==> config.mk <==
export PLATFORM = sky130hd
export DESIGN_NAME = mem_arbiter
export DESIGN_NICKNAME = d
export VERILOG_FILES = /design/src/rtl/mem_arb_pkg.sv /design/src/rtl/mem_arbiter_rr_sel2.sv /design/src/rtl/mem_arbiter.sv
export SDC_FILE = /design/constraint.sdc
export NUM_CORES = 1
export LEC_CHECK = 0
export ABC_CLOCK_PERIOD_IN_PS = 1800
export BUFFER_PORTS_ARGS = -buffer_cell sky130_fd_sc_hd__buf_4
export CAP_MARGIN = 15
export CORE_ASPECT_RATIO = 1.5
export CORE_MARGIN = 4
export CORE_UTILIZATION = 42
export DETAILED_ROUTE_END_ITERATION = 7
export PLACE_DENSITY_LB_ADDON = 0.1
export SETUP_SLACK_MARGIN = 0.3
export SLEW_MARGIN = 20
export SYNTH_ARGS = -nofsm -noshare
export SYNTH_HDL_FRONTEND = slang
export SYNTH_SLANG_ARGS = --single-unit
==> constraint.sdc <==
create_clock -name CLK -period 1.8 [get_ports CLK]
set_input_delay 0.45 -clock CLK [delete_from_list [all_inputs] [get_ports CLK]]
set_output_delay 0.45 -clock CLK [all_outputs]
set_load 0.02 [all_outputs]
==> src/rtl/mem_arb_pkg.sv <==
// Shared constants for the two-port main-memory arbiter: FSM state encoding
// and requester IDs.
package mem_arb_pkg;

   localparam logic [1:0] ST_IDLE   = 2'b00;
   localparam logic [1:0] ST_ACCESS = 2'b01;
   localparam logic [1:0] ST_DONE   = 2'b10;

   localparam logic REQ_I = 1'b0;
   localparam logic REQ_D = 1'b1;

endpackage

==> src/rtl/mem_arbiter_rr_sel2.sv <==
// Two-way round-robin selector: a lone requester wins; under contention the
// side that was not granted last wins.
import mem_arb_pkg::*;

module rr_sel2 (
   input  logic req_i,
   input  logic req_d,
   input  logic last_grant,
   output logic grant
);

   always_comb begin
      grant = REQ_I;
      if (req_i && req_d)
         grant = ~last_grant;
      else if (req_d)
         grant = REQ_D;
   end

endmodule

==> src/rtl/mem_arbiter.sv <==
// Arbitrates I-cache refills and D-cache misses/write-throughs onto one
// fixed-latency main-memory port.
//
//   state     | meaning
//   ----------+-----------------------------------------------------------
//   ST_IDLE   | waiting; picks a requester and latches its transaction
//   ST_ACCESS | memory enabled for MEM_LAT cycles, countdown running
//   ST_DONE   | one-cycle ACK to the winner, round-robin pointer updated
import mem_arb_pkg::*;

module mem_arbiter #(
   parameter int ADDR_W  = 10,
   parameter int DATA_W  = 32,
   parameter int MEM_LAT = 4
) (
   input  logic              CLK,
   input  logic              RST,
   input  logic              I_REQ,
   input  logic [ADDR_W-1:0] I_ADDR,
   output logic [DATA_W-1:0] I_RDATA,
   output logic              I_ACK,
   input  logic              D_REQ,
   input  logic              D_WE,
   input  logic [ADDR_W-1:0] D_ADDR,
   input  logic [DATA_W-1:0] D_WDATA,
   output logic [DATA_W-1:0] D_RDATA,
   output logic              D_ACK,
   output logic              MEM_EN,
   output logic              MEM_WE,
   output logic [ADDR_W-1:0] MEM_ADDR,
   output logic [DATA_W-1:0] MEM_WDATA,
   input  logic [DATA_W-1:0] MEM_RDATA,
   output logic              BUSY
);

   localparam logic [3:0] CNT_LOAD = 4'(MEM_LAT - 1);

   logic [1:0]        state;
   logic [3:0]        cnt;
   logic              last_grant;
   logic              owner;
   logic              grant;
   logic              we_q;
   logic [ADDR_W-1:0] addr_q;
   logic [DATA_W-1:0] wdata_q;

   rr_sel2 u_rr_sel2 (
      .req_i      (I_REQ),
      .req_d      (D_REQ),
      .last_grant (last_grant),
      .grant      (grant)
   );

   always_ff @(posedge CLK) begin
      if (RST) begin
         state      <= ST_IDLE;
         cnt        <= '0;
         last_grant <= REQ_I;
         owner      <= REQ_I;
         we_q       <= 1'b0;
         addr_q     <= '0;
         wdata_q    <= '0;
         I_RDATA    <= '0;
         D_RDATA    <= '0;
      end else begin
         case (state)
            ST_IDLE: begin
               if (I_REQ || D_REQ) begin
                  owner   <= grant;
                  addr_q  <= (grant == REQ_D) ? D_ADDR : I_ADDR;
                  we_q    <= (grant == REQ_D) ? D_WE : 1'b0;
                  wdata_q <= (grant == REQ_D) ? D_WDATA : '0;
                  cnt     <= CNT_LOAD;
                  state   <= ST_ACCESS;
               end
            end
            ST_ACCESS: begin
               if (cnt == 4'd0) begin
                  // Writes never disturb the D-side read-data register.
                  if (owner == REQ_I)
                     I_RDATA <= MEM_RDATA;
                  else if (!we_q)
                     D_RDATA <= MEM_RDATA;
                  state <= ST_DONE;
               end else begin
                  cnt <= cnt - 4'd1;
               end
            end
            ST_DONE: begin
               last_grant <= owner;
               state      <= ST_IDLE;
            end
            default: state <= ST_IDLE;
         endcase
      end
   end

   assign MEM_EN    = (state == ST_ACCESS);
   assign MEM_WE    = MEM_EN && we_q;
   assign MEM_ADDR  = addr_q;
   assign MEM_WDATA = wdata_q;
   assign I_ACK     = (state == ST_DONE) && (owner == REQ_I);
   assign D_ACK     = (state == ST_DONE) && (owner == REQ_D);
   assign BUSY      = (state != ST_IDLE);

endmodule

* Word-level counts from Yosys, hierarchy flattened
Cells that the tools add are included.
** Storage, ports and cells
- Register bits :: 115
- Input bits :: 89
- Word-level logic and storage cells :: 43
** Operators by class
- Add/subtract/negate cells :: 1
- Equal/unequal tests :: 5
- Muxes and demuxes :: 11
- Bitwise operators :: 3
- Reduce and logical (&&, ||, !) cells :: 14
** Operator list (count)
- $mux 32 :: 1
- $mux 10 :: 1
- $mux 4 :: 2
- $pmux 4 s2 :: 1
- $reduce_and 3->1 :: 2
- $logic_and 1x1->1 :: 4
- $logic_not 4->1 :: 1
- $mux 2 :: 2
- $ne 2x2->1 const B :: 2
- $pmux 2 s2 :: 1
- $reduce_and 2->1 :: 2
- $reduce_and 4->1 :: 1
- $reduce_bool 2->1 :: 2
- $sub 4x1->4 const B :: 1
- $mux 1 :: 3
- $not 1->1 :: 3
- $eq 2x1->1 const B :: 1
- $eq 2x2->1 const B :: 1
- $logic_not 2->1 :: 1
- $ne 2x1->1 const B :: 1
- $logic_or 1x1->1 :: 1

* Depth between registers and ports, before layout
- Depth after elaboration :: 3
- Depth in mapped cells :: 8
- Gate-level depth less buffers :: 5

* Hierarchy
A second synthesis with hierarchy kept.
** Unflattened totals
- Cell total of the unflattened synthesis :: 413
- Area total of the unflattened synthesis :: 4489.3 µm²
** Modules (own cells, without submodules)
- mem_arbiter :: instances 1, cells each 412, area an instance 4478.0 µm², sequential area each 2302.2 µm²
- rr_sel2 :: instances 1, cells each 1, area an instance 11.3 µm², sequential area each 0.0 µm²

* Worst setup path after synthesis
Ideal clock, no wire load.
- Kind :: register to register
- From :: register cnt[0]
- To :: register I_RDATA[10]
- Library setup time :: 0.120 ns
- Data arrival time :: 1.731 ns
- Data required time :: 1.680 ns
- Setup slack :: -0.050 ns
- Cell stages (with the launch flop) :: 9
- Period minus slack after synthesis :: 1.850 ns
- Cells stage by stage :: dfxtp_1 inv_1 ha_1 or3b_1 buf_6 or3_1 buf_6 buf_6 mux2i_1
** Between the ends
- Cells in the longest elaborated chain, start to end :: 2
** Ends and longest elaborated chain
- from (decl) :: line mem_arbiter.sv:39 : logic [3:0] cnt;
- from (signal assigned) :: line mem_arbiter.sv:86 : cnt <= cnt - 4'd1;
- $logic_not 4->1 :: line mem_arbiter.sv:78 : if (cnt == 4'd0) begin
- $reduce_and 3->1 (no line)
- to (signal assigned) :: line mem_arbiter.sv:63 : I_RDATA <= '0;
- to (signal assigned) :: line mem_arbiter.sv:81 : I_RDATA <= MEM_RDATA;
- to (decl) :: line mem_arbiter.sv:20 : output logic [DATA_W-1:0] I_RDATA,
No other way between the ends.
A chain may end at the register's enable or synchronous reset.

* Final worst setup path
- From :: register cnt[1]
- To :: register I_RDATA[13]
The elaborated chain is that of the path after synthesis.

==> summary.txt <==
Synthesis
  • Post-synthesis simple-gate area fraction: 0.166
  • Area share of fa/ha/maj cells after synthesis: 0.00561
  • Synth top area share: 0.516
  • XOR/XNOR share of the synthesized area: 0
  • Synth area leaders: dfxtp_1, mux2i_1, nand2b_1
  • Compound-Gate Fraction of Synth Area: 0.105
  • #FFs+latches synth: 115
  • Syn Inst Count: 400
  • Netlist cell types: 33
  • Syn Nets: 491
  • Synthesized cell area: 4460 um^2
  • Synth Flop Type: dfxtp_1
  • Yosys top cell by area: dfxtp_1
  • Post-Syn Area per Cell: 11.2 um^2
  • Async SR Flop Fraction: 0
  • Mux cell area share after synthesis: 0.166
  • Largest family of logic cells by synthesized area: simple AND/OR/NAND/NOR gates
  • Sequential element share of the synthesized area: 0.516
  • Post-synth EDFFs: 0
  • Ys Warns: 0

Floorplanning
  • Die height: 134 um
  • IO Pins: 200
  • Initial Util: 0.435
  • Die W: 92.1 um
  • Core area: 10,200 um^2
  • Rows: 45
  • Die Area: 12,400 um^2

STA
  • Crit path time final: 1850 ps
  • Final setup viols: 22
  • Worst slew pin tran: 471 ps
  • Slew HR: 0.685
  • Final WS setup: -45.8 ps
  • Final Hold Viols: 0
  • TNS Setup: -306 ps
  • RSZ-0062 raised after global routing: true
  • Fmax: 542 MHz
  • Count of final max-slew check failures: 0
  • Final Hold Slack: 258 ps
  • Period utilisation layout: 1.03
  • Final setup skew: 7.56 ps

Hold path
  • HP Class: primary input to register
  • Min-delay src: D_WDATA[13]
  • Hold worst-path end: MEM_WDATA[13]
  • Worst hold path depth: 2

Layout
  • Most frequent cells in the layout: buf_4, dfxtp_1, nand2b_1
  • Area Growth Syn to Fin: 58.3%
  • # diodes: 0
  • Post-Layout Cell Count: 773
  • Layout cell share with drive strength beyond 1: 0.467
  • Commonest non-fill, non-tap cell in the layout: buf_4
  • Nets: 710

Setup path
  • Arr. time, crit path: 2130 ps
  • Worst r2r dst: I_RDATA[13]
  • CP Cell Sequence: inv_2 > ha_2 > or3b_4 > buf_4 > or3_4 > buf_12 > mux2i_2
  • Worst r2r path cells: 7
  • Critical Path Max Stage Delay: 390 ps
  • Reg2reg start: cnt[1]
  • CP max stage cell: or3b_4
  • CP Class: register to register
  • Worst setup SP type: register
  • R2r setup slk: -50 ps
  • CP required: 2080 ps
  • CP Max Fanout: 10
  • Crit path capture type: register

Routing
  • WL per Instance: 15.3 um
  • Drt total wl: 11,800 um
  • DRT Pass-1 Iters: 4
  • Initial DRC Count: 105
  • Vias per cell: 4.80
  • Via count: 3,713
  • Detail Route Antenna Nets: 0
  • DRC: 0

Place
  • Routability congestion estimate: 0.735
  • Post-DP HPWL: 8400 um
  • Port Buf Inserts: 199
  • Placed insts: 725

Power and ir drop
  • Peak VDD IR: 0.824 mV
  • Power Density: 1060 nW/um^2
  • Leak Pwr: 3.28 nW

Clocking
  • Htree depth: 4
  • Total CTS buffers: 17
  • Hold Buf Count CTS: 0
  • Clock Latency Late Sink: 400 ps
  • Clk slew on worst S/H paths: 60 ps
  • CTS tree: done
  • Clk Tree Root Cell: clkbuf_16
  • Clock buffer depth: 2
  • Clk sinks: 115

Run
  • Max Cap Violations: 0

Global route
  • Pin count of the biggest net entering global routing: 103
  • Number of global-route vias before repair: 3,904
  • Initial antenna violation count: 0
  • First-pass GRT wire length: 18,600 um
  • Total gr overflow: 0
  • GRT Resource Usage Total: 0.188

Run status
  • Status: finished with violations
  • Violated checks: setup timing
==> registers in the layout (all words and copies together) (netlist names) <==
register	flops
D_RDATA	32
I_RDATA	32
MEM_WDATA	32
MEM_ADDR	10
cnt	4
state	2
last_grant	1
owner	1
we_q	1
==> layer usage <==
metal  vias to the layer above  share of wire  GRT usage
met5                         -              0          0
met4                         0          0.019     0.0736
met3                        15          0.078     0.0735
met2                       136           0.52      0.334
met1                      1727           0.38      0.198
li1                       1835              -          -
==> layout make-up <==
type	count	area [um^2]
inverters	6	26.3
multi-input cells	249	2090
clock buffers	17	425
flip-flops and latches	115	2310
fillers	848	3190
well taps	141	176
repair buffers	230	1870
clock inverters	15	161
==> cells by family (layout without fill, tap and decap cells) <==
| family | Yosys count | in the layout |
|---|---|---|
| adders and majority gates | 2 | 2 |
| AOI/OAI and AO/OA | 57 | 57 |
| buffers and inverters | 36 | 268 |
| and+or+nand+nor | 116 | 116 |
| DFF | 115 | 115 |
| muxes | 74 | 74 |
==> critical path, delay by kind of cell (launching register included) <==
family / cells / cell delay (ps)
DFF: 1 / 320
and+or+nand+nor: 2 / 750
adders and majority gates: 1 / 140
buffers and inverters: 3 / 370
muxes: 1 / 140
==> power by group <==
| group | switching, mW | internal, mW | leakage (nW) |
|---|---|---|---|
| combinational | 0.675 | 0.736 | 2.08 |
| sequential | 0.107 | 2.72 | 0.938 |
| clock | 1.19 | 2.04 | 0.264 |
==> cells in the mapped netlist (3+ instances only) <==
library cell and n:
buf_2 6, a21oi_1 5, clkbuf_1 16, nor2_1 4
mux2i_1 74, a22o_1 33, inv_1 6, buf_6 4
nand2b_1 98, o2bb2ai_1 10, buf_4 3, dfxtp_1 115
==> per-stage QoR <==
stage | setup slack, ps | instance area, um^2 | utilization | power, mW
floorplan | -23.8 | 4520 | - | 3.56
global placement | 20.6 | 6150 | 0.600 | 4.07
detailed placement | -69.0 | 6150 | 0.600 | 4.10
CTS | -37.4 | 6940 | 0.677 | 7.50
global route | -121 | 7060 | 0.689 | 7.77
finish | -45.8 | 7060 | 0.689 | 7.48
==> worst max path at each step <==
stage	start	endpoint	slack, ps	cells after the start
6_report	cnt[1]	I_RDATA[13]	-50	7
5_1_grt	cnt[0]	D_RDATA[6]	-120	7
4_1_cts	cnt[0]	D_RDATA[2]	-40	7
3_5_place_dp	cnt[1]	D_RDATA[10]	-70	7
3_3_place_gp	cnt[1]	D_RDATA[25]	20	6
2_1_floorplan	cnt[0]	I_RDATA[10]	-20	8
==> timing repair <==
action	CTS	global route
buffers inserted	9	6
gates cloned	1	0
pin swaps	6	13
gates resized for setup	38	20
endpoints found under the setup margin	73	78
(Power assumes the default switching activity.)
